[src/rtl/puzzle_pkg.sv]
// rtl/puzzle_pkg.sv - shared types, LFSR taps and direction helper for the sliding-puzzle engine
package puzzle_pkg;

    // Direction the EMPTY cell travels.
    typedef enum logic [1:0] {
        DIR_UP    = 2'd0,
        DIR_DOWN  = 2'd1,
        DIR_LEFT  = 2'd2,
        DIR_RIGHT = 2'd3
    } dir_t;

    typedef enum logic [1:0] {
        S_IDLE = 2'd0,
        S_INIT = 2'd1,
        S_MOVE = 2'd2,
        S_DONE = 2'd3
    } state_t;

    // Right-shifting Galois LFSR feedback mask (maximal length).
    localparam logic [15:0] LFSR_TAPS = 16'hB400;

    function automatic dir_t inverse_dir(input dir_t d);
        case (d)
            DIR_UP:    return DIR_DOWN;
            DIR_DOWN:  return DIR_UP;
            DIR_LEFT:  return DIR_RIGHT;
            default:   return DIR_LEFT;
        endcase
    endfunction

endpackage

[src/rtl/lfsr16.sv]
// rtl/lfsr16.sv - free-running 16-bit Galois LFSR
//   clk   : system clock
//   reset : asynchronous active-high reset, loads seed
//   seed  : reset value (must be nonzero)
//   q     : current LFSR state, advances every cycle
module lfsr16
    import puzzle_pkg::*;
(
    input  logic        clk,
    input  logic        reset,
    input  logic [15:0] seed,
    output logic [15:0] q
);

    always_ff @(posedge clk or posedge reset) begin
        if (reset) begin
            q <= seed;
        end else begin
            q <= {1'b0, q[15:1]} ^ (q[0] ? LFSR_TAPS : 16'h0000);
        end
    end

endmodule

[src/rtl/puzzle_scrambler.sv]
// rtl/puzzle_scrambler.sv - NxN sliding-puzzle board with LFSR scrambler and player moves
//   Optional feature macro: NO_BACKTRACK_EN (scrambler never undoes its previous move)
//   clk, reset         : clock, asynchronous active-high reset
//   start              : request a new scramble (taken in S_IDLE only, wins over move_valid)
//   move_valid/dir     : player move of the empty cell (taken in S_IDLE only)
//   rd_addr/rd_data    : combinational tile read port, row-major, 0 = empty
//   empty_pos          : index of the empty cell
//   busy/done/move_ok  : registered status; done and move_ok are one-cycle pulses
//   solved             : board equals the solved layout
module puzzle_scrambler
    import puzzle_pkg::*;
#(
    parameter int          N         = 4,
    parameter int          MOVES     = 64,
    parameter logic [15:0] LFSR_SEED = 16'hACE1,
    localparam int         CW        = $clog2(N * N)
) (
    input  logic          clk,
    input  logic          reset,
    input  logic          start,
    input  logic          move_valid,
    input  logic [1:0]    move_dir,
    input  logic [CW-1:0] rd_addr,
    output logic [CW-1:0] rd_data,
    output logic [CW-1:0] empty_pos,
    output logic          busy,
    output logic          done,
    output logic          move_ok,
    output logic          solved
);

    localparam int TILES = N * N;
    localparam int CTW   = $clog2(MOVES + 1);

    logic [CW-1:0]  board [TILES];
    state_t         state;
    logic [CTW-1:0] cnt;
    logic [15:0]    lfsr_q;
    logic           lfsr_unused;

`ifdef NO_BACKTRACK_EN
    dir_t           last_dir;
    logic           last_valid;
`endif

    dir_t           p_dir;
    logic           p_ok;
    logic [CW-1:0]  p_nbr;
    dir_t           c_dir;
    logic           c_ok;
    logic [CW-1:0]  c_nbr;

    function automatic logic [CW-1:0] solved_tile(input int i);
        return (i < TILES - 1) ? CW'(i + 1) : '0;
    endfunction

    function automatic logic edge_legal(input logic [CW-1:0] pos, input dir_t d);
        int r;
        int c;
        r = int'(pos) / N;
        c = int'(pos) % N;
        case (d)
            DIR_UP:    return (r > 0);
            DIR_DOWN:  return (r < N - 1);
            DIR_LEFT:  return (c > 0);
            default:   return (c < N - 1);
        endcase
    endfunction

    // Only meaningful when edge_legal() holds for the same (pos, d).
    function automatic logic [CW-1:0] nbr_idx(input logic [CW-1:0] pos, input dir_t d);
        case (d)
            DIR_UP:    return CW'(int'(pos) - N);
            DIR_DOWN:  return CW'(int'(pos) + N);
            DIR_LEFT:  return CW'(int'(pos) - 1);
            default:   return CW'(int'(pos) + 1);
        endcase
    endfunction

    lfsr16 u_lfsr (
        .clk   (clk),
        .reset (reset),
        .seed  (LFSR_SEED),
        .q     (lfsr_q)
    );

    // Only the two low bits pick the candidate direction.
    assign lfsr_unused = ^lfsr_q[15:2];

    always_comb begin
        p_dir = dir_t'(move_dir);
        p_ok  = edge_legal(empty_pos, p_dir);
        p_nbr = nbr_idx(empty_pos, p_dir);
        c_dir = dir_t'(lfsr_q[1:0]);
        c_nbr = nbr_idx(empty_pos, c_dir);
`ifdef NO_BACKTRACK_EN
        c_ok  = edge_legal(empty_pos, c_dir) &&
                !(last_valid && (c_dir == inverse_dir(last_dir)));
`else
        c_ok  = edge_legal(empty_pos, c_dir);
`endif
    end

    always_comb begin
        rd_data = '0;
        if (int'(rd_addr) < TILES) begin
            rd_data = board[rd_addr];
        end
    end

    always_comb begin
        solved = 1'b1;
        for (int i = 0; i < TILES; i++) begin
            if (board[i] != solved_tile(i)) begin
                solved = 1'b0;
            end
        end
    end

    always_ff @(posedge clk or posedge reset) begin
        if (reset) begin
            for (int i = 0; i < TILES; i++) begin
                board[i] <= solved_tile(i);
            end
            empty_pos <= CW'(TILES - 1);
            state     <= S_IDLE;
            cnt       <= '0;
            busy      <= 1'b0;
            done      <= 1'b0;
            move_ok   <= 1'b0;
`ifdef NO_BACKTRACK_EN
            last_dir   <= DIR_UP;
            last_valid <= 1'b0;
`endif
        end else begin
            done    <= 1'b0;
            move_ok <= 1'b0;
            case (state)
                S_IDLE: begin
                    if (start) begin
                        state <= S_INIT;
                        busy  <= 1'b1;
                    end else if (move_valid && p_ok) begin
                        // The empty cell always holds 0, so the swap is a copy plus a clear.
                        board[empty_pos] <= board[p_nbr];
                        board[p_nbr]     <= '0;
                        empty_pos        <= p_nbr;
                        move_ok          <= 1'b1;
                    end
                end
                S_INIT: begin
                    for (int i = 0; i < TILES; i++) begin
                        board[i] <= solved_tile(i);
                    end
                    empty_pos <= CW'(TILES - 1);
                    cnt       <= '0;
`ifdef NO_BACKTRACK_EN
                    last_valid <= 1'b0;
`endif
                    state     <= S_MOVE;
                end
                S_MOVE: begin
                    if (cnt == CTW'(MOVES)) begin
                        state <= S_DONE;
                        busy  <= 1'b0;
                        done  <= 1'b1;
                    end else if (c_ok) begin
                        board[empty_pos] <= board[c_nbr];
                        board[c_nbr]     <= '0;
                        empty_pos        <= c_nbr;
                        cnt              <= cnt + CTW'(1);
`ifdef NO_BACKTRACK_EN
                        last_dir   <= c_dir;
                        last_valid <= 1'b1;
`endif
                    end
                end
                default: begin
                    state <= S_IDLE;
                end
            endcase
        end
    end

endmodule
[config.mk]
export PLATFORM = sky130hd
export DESIGN_NAME = puzzle_scrambler
export DESIGN_NICKNAME = d
export VERILOG_FILES = /design/src/rtl/puzzle_pkg.sv /design/src/rtl/lfsr16.sv /design/src/rtl/puzzle_scrambler.sv
export SDC_FILE = /design/constraint.sdc
export NUM_CORES = 1
export LEC_CHECK = 0
export ABC_CLOCK_PERIOD_IN_PS = 4600
export CORE_AREA = 2 2 128 130
export DETAILED_ROUTE_END_ITERATION = 7
export DIE_AREA = 0 0 130 132
export PLACE_DENSITY = 0.69
export SLEW_MARGIN = 0
export SYNTH_ARGS = -nofsm -noshare
export SYNTH_HDL_FRONTEND = slang
export SYNTH_SLANG_ARGS = --single-unit
[constraint.sdc]
create_clock -name clk -period 4.6 [get_ports clk]
set_input_delay 0.69 -clock clk [delete_from_list [all_inputs] [get_ports clk]]
set_output_delay 0.69 -clock clk [all_outputs]
set_load 0.05 [all_outputs]
---- Word level (Yosys, flattened, before mapping) ----
Cells that the tools add are included.
cells by class
  multiplexer cells ....................... 62
  equal/unequal tests ..................... 28
  bitwise operators ....................... 9
  reduce and logical (&&, ||, !) cells .... 15
  magnitude comparators ................... 11
  $add $sub $neg .......................... 5
operators with widths
  cell                                                                   count
  64-bit 2-to-1 mux                                                      4
  64-bit case mux with 3 select lines                                    1
  64-bit bitwise AND                                                     2
  64-bit bitwise mux                                                     2
  64-bit NOT                                                             2
  4-bit 2-to-1 mux                                                       13
  4-bit binary-select mux with 4-bit select                              3
  4-bit demux with 4-bit select                                          3
  4-bit case mux with 3 select lines                                     3
  4-bit != test, second input constant                                   8
  1-bit 2-to-1 mux                                                       23
  5-bit greater-or-equal comparator, second input constant               4
  4-bit NOT with 5-bit output                                            4
  16-bit 2-to-1 mux                                                      1
  4-bit by 3-bit != test with 1-bit output, second input constant        4
  15-bit by 16-bit XOR with 16-bit output                                1
  5-bit by 1-bit < comparator with 1-bit output, second input constant   3
  7-bit 2-to-1 mux                                                       2
  7-bit case mux with 2 select lines                                     1
  2-bit != test, second input constant                                   6
  4-bit by 2-bit != test with 1-bit output, second input constant        2
  7-bit by 1-bit adder with 7-bit output, second input constant          1
  7-bit equality test, second input constant                             1
  2-bit by 1-bit equality test with 1-bit output, second input constant  3
  20 further kinds                                                       33
word-level totals
  bits of input ports ..................... 10
  logic and storage cells ................. 153
  register bits after elaboration ......... 96

---- Depth between registers and ports, before layout ----
  depth after elaboration ................. 17
  gate-level depth with buffers ........... 16
  depth with buffers taken out ............ 9

---- Worst setup path before layout ----
No wires, ideal clock.
  kind .................................... reg2reg
  start ................................... reg empty_pos[1]
  end ..................................... reg board[23] in the netlist's numbering
  arrival ................................. 4.021 ns
  data required time ...................... 4.514 ns
  stages on the path, launching flop included .. 14
  period minus slack after synthesis ...... 4.107 ns
  library setup time ...................... 0.086 ns
  setup slack ............................. 0.493 ns
  path buffers ............................ 5
  path through ............................ dfstp_2 > clkbuf_1 > buf_2 > buf_2 > inv_1 > ha_1 > xnor2_2 > a21oi_2 > clkbuf_1 > mux4_2 > a22oi_2 > buf_6 > a21boi_1 > a2111o_1
between the ends
  word-level cells in the longest chain between the ends .. 12
  elaborated cells on any way between the ends .. 49
  classes of those cells .................. add/sub (4); order compare (8); eq/ne (2); mux (23); bitwise (7); reduce/logical (5)
ends and longest elaborated chain
  element                                                                                line                                              RTL
  start: declaration                                                                     puzzle_scrambler.sv:25                            output logic [CW-1:0] empty_pos,
  start signal: assignment                                                               puzzle_scrambler.sv:125                           empty_pos <= CW'(TILES - 1);
  start signal: assignment                                                               puzzle_scrambler.sv:147                           empty_pos <= p_nbr;
  start signal: assignment                                                               puzzle_scrambler.sv:155                           empty_pos <= CW'(TILES - 1);
  4-bit by 1-bit adder with 4-bit output, or another cell as far along                   puzzle_scrambler.sv:76                            default: return CW'(int'(pos) + 1);
  4-bit case mux with 3 select lines                                                     puzzle_scrambler.sv:72                            case (d)
  4-bit NOT with 5-bit output, on equally long branches                                  n/a
  5-bit greater-or-equal comparator (not written as such), or another cell as far along  puzzle_scrambler.sv:169                           board[c_nbr] <= '0;
  1-bit logical AND, on equally long branches                                            puzzle_scrambler.sv:169, puzzle_scrambler.sv:146
  4-bit 2-to-1 mux, on equally long branches                                             puzzle_scrambler.sv:169, puzzle_scrambler.sv:146
  4-bit demux with 4-bit select, on equally long branches                                puzzle_scrambler.sv:169, puzzle_scrambler.sv:146
  64-bit NOT (no line)                                                                   n/a
  64-bit bitwise AND (no line)                                                           n/a
  64-bit 2-to-1 mux, on equally long branches                                            puzzle_scrambler.sv:167, puzzle_scrambler.sv:143
  64-bit 2-to-1 mux, on equally long branches                                            puzzle_scrambler.sv:163, puzzle_scrambler.sv:140
  64-bit case mux with 3 select lines                                                    puzzle_scrambler.sv:138                           case (state)
  end signal: indexed assignment                                                         puzzle_scrambler.sv:145                           board[empty_pos] <= board[p_nbr];
  end signal: indexed assignment                                                         puzzle_scrambler.sv:153                           board[i] <= solved_tile(i);
  end signal: indexed assignment                                                         puzzle_scrambler.sv:168                           board[empty_pos] <= board[c_nbr];
  end: declaration                                                                       puzzle_scrambler.sv:35                            logic [CW-1:0] board [TILES];
Parallel ways exist; a longest one is shown, timed or not. The select of a mux whose other input is x is not followed.
A chain may end at the register's enable or synchronous reset.

---- Worst setup path after layout ----
  start ................................... reg empty_pos[1]
  end ..................................... reg board[60] in the netlist's numbering
The elaborated chain is that of the path after synthesis.

==> results.toml <==
[setup_path]
path_cells = "buf_4 -> ha_1 -> buf_4 -> mux2_2 -> nor3_1 -> nor2_1 -> buf_4 -> o21ai_0 -> nand3_1 -> nand3_1 -> o2111ai_1"
crit_path_frequent_cell = "buf_4"
required_ns = 4.82
end_kind = "flip-flop"
crit_family = "buffers and inverters"
r2r_end = "board[60]$_DFFE_PP1P_"
ff2ff_setup_slack_ns = 0.66
slowest_delay_ns = 0.54
startpoint = "empty_pos[1]$_DFFE_PP1P_"
critical_path_class = "reg -> reg"
cp.buffers_inverters = 3
r2r_cells = 11
crit_slowest_cell = "dfstp_2"
arrival_ns = 4.16
crit_cells = 11
worstSetupStartpointType = "flip-flop"
critPathMaxFanout = 28
r2r_start = "empty_pos[1]$_DFFE_PP1P_"

[yosys]
ys.flop_type = "dfrtp_1"
synth_edf_count = 0
synth_area_per_cell_um2 = 8.833
synthesis.nets = 994
yosys_warnings = 0
postSynth.asyncResetShare = 1.000
synth_seq_cells = 96
yosys.area.top_type = "dfrtp_1"
synth_common_cells = "nand2_1 (124), o21ai_0 (61), nor2_1 (59), dfrtp_1 (52), dfstp_2 (44)"
syn-instance-count = 970
ys_seq_area_frac = 0.2868
synth.most_common_cell = "nand2_1"
synthesis.area_mm2 = 0.008568
synth_cell_type_count = 93
synth_top_area_frac = 0.1519
synth.area.top_cells = "dfrtp_1 (15%), dfstp_2 (13%), mux4_2 (10%)"

[global_routing]
grt_pass1_vias = 8579
grt_max_degree = 53
grt_pass1_wl_um = 52900
antenna_found_initial = 1
grt_overflow = 0
grt_usage = 0.4144

[finish]
layout-drive-gt1-share = 0.1933
area_growth_pct = 9.229
fin_nets = 997
regArea_mm2 = 0.002457
multi_input_comb_area_mm2 = 0.005639
fill_cells = 1434

[timing]
worst_slew_pin_slew_ns = 1.016
post-route-period-util = 0.8567
relSlewSlack = 0.3204
finalSetupViolCount = 0
fin_crit_ns = 3.941
fmax_mhz = 253.8
setup_tns_ns = 0
finalHoldViolCount = 0
rsz0062_at_grt = "false"
fin_worst_skew_ns = 0.01557
slew_violations = 0

[die]
fp.dieW_um = 130
die-area_mm2 = 0.01716
io_pins = 22
fp.coreArea_mm2 = 0.01571
start_util = 0.5453
num_rows = 46
die_h_um = 132

[cts]
post_cts_resized = 0
cts_buffers = 9
cts.sinks = 96
htreeDepth = 3
cts_hold_buf = 0
cts_root_buffer = "clkbuf_16"
cts_tree = "built"
cts_setup_buffers = 0
clock_latency_ns = 0.37
path_clk_slew_ns = 0.08
cts_buffer_depth = 2

[detailed_routing]
drtPass1Iterations = 6
detail-route-antenna-nets = 0
routedWlPerCell_um = 29.69
drt-total-wl_um = 35480
via_per_inst = 7.792
vias = 9311
drt-initial-drc-count = 1632
drcViolationCount = 0

[worst_hold_path]
min_path_cells = 0
hold_class = "reg -> reg"
holdPathEnd = "u_lfsr.q[1]$_DFF_PP0_"
min_from = "u_lfsr.q[2]$_DFF_PP0_"

[placement]
io_buffers = 21
place_congestion = 1.090
place_hpwl_um = 24840

[status]
status = "complete, no violations"

[job]
drv_cap = 0
## worst register-to-register path, cell delays in order, from the launching register on
cell	delay, ns
dfstp_2	0.54
buf_4	0.36
ha_1	0.32
buf_4	0.28
mux2_2	0.22
nor3_1	0.10
nor2_1	0.12
buf_4	0.33
o21ai_0	0.29
nand3_1	0.36
nand3_1	0.38
o2111ai_1	0.51
## cell type report
type | count | share of cell area
multi-input combinational | 767 | 0.6025
sequential | 96 | 0.2626
inverter | 33 | 0.01350
tap | 216 | 0.02888
timing repair buffer | 66 | 0.05882
antenna | 1 | 0.0002674
clock buffer | 10 | 0.02553
clock inverter | 6 | 0.007888
## metal layers
| metal | wire (um) | share of wire | global-route usage |
|---|---|---|---|
| met5 | 0 | 0 | 0 |
| met4 | 2571 | 0.072 | 0.2461 |
| met3 | 5574 | 0.16 | 0.1550 |
| met2 | 14220 | 0.40 | 0.5588 |
| met1 | 13110 | 0.37 | 0.5617 |
## worst max path at each step
stage / end / slack (ns)
finish: board[60]$_DFFE_PP1P_ / 0.66
global route: board[47]$_DFFE_PP0P_ / 0.54
CTS: board[43]$_DFFE_PP0P_ / 0.81
detailed placement: board[50]$_DFFE_PP1P_ / 0.61
global placement: board[50]$_DFFE_PP1P_ / 0.66
floorplan: board[23]$_DFFE_PP1P_ / 0.49
## kinds of logic (layout without fill, tap and decap cells)
kind of cell    count (synthesis)  count (layout)  synth area share
fa+ha+maj                      14              14           0.02044
other cells                     0               1                 0
buf+inv                       107             115           0.05607
xor+xnor                        9               9           0.01095
simple gates                  324             324            0.1843
mux                            78              78            0.1478
flops                          96              96            0.2868
compound gates                342             342            0.2937
## registers in the layout, summed over array words and instances, names as in the netlist
signal and flops:
board 64, u_lfsr.q 16, cnt 7, empty_pos 4, state 2, busy 1
done 1, move_ok 1
## metrics by stage
| stage | hold slack, ns | utilization | instance area [um2] | worst slack [ns] | std cells |
|---|---|---|---|---|---|
| finish | 0.3492 | 0.5956 | 9359 | 0.6593 | 1195 |
| detailed placement | 0.3371 | 0.5756 | 9044 | 0.6099 | 1178 |
| global route | 0.3619 | 0.5955 | 9356 | 0.5433 | 1194 |
| CTS | 0.3521 | 0.5955 | 9356 | 0.8075 | 1194 |
| floorplan | 0.3312 | - | 8568 | 0.4932 | 970 |
| global placement | 0.3361 | 0.5756 | 9044 | 0.6561 | 1178 |
## cells in the final DEF (no fill, tap or decap), types with 26 or more instances in the layout
master    instances
buf_4            48
a31oi_1          26
dfrtp_1          52
inv_1            30
nand3_1          37
mux4_2           38
mux2i_1          34
nand2_1         124
o211ai_1         31
dfstp_2          44
o21ai_0          61
nor2_1           59
a21oi_1          36
Power is not shown: default switching activity piles up to over one toggle a cycle in this logic, so the estimate is an artifact.
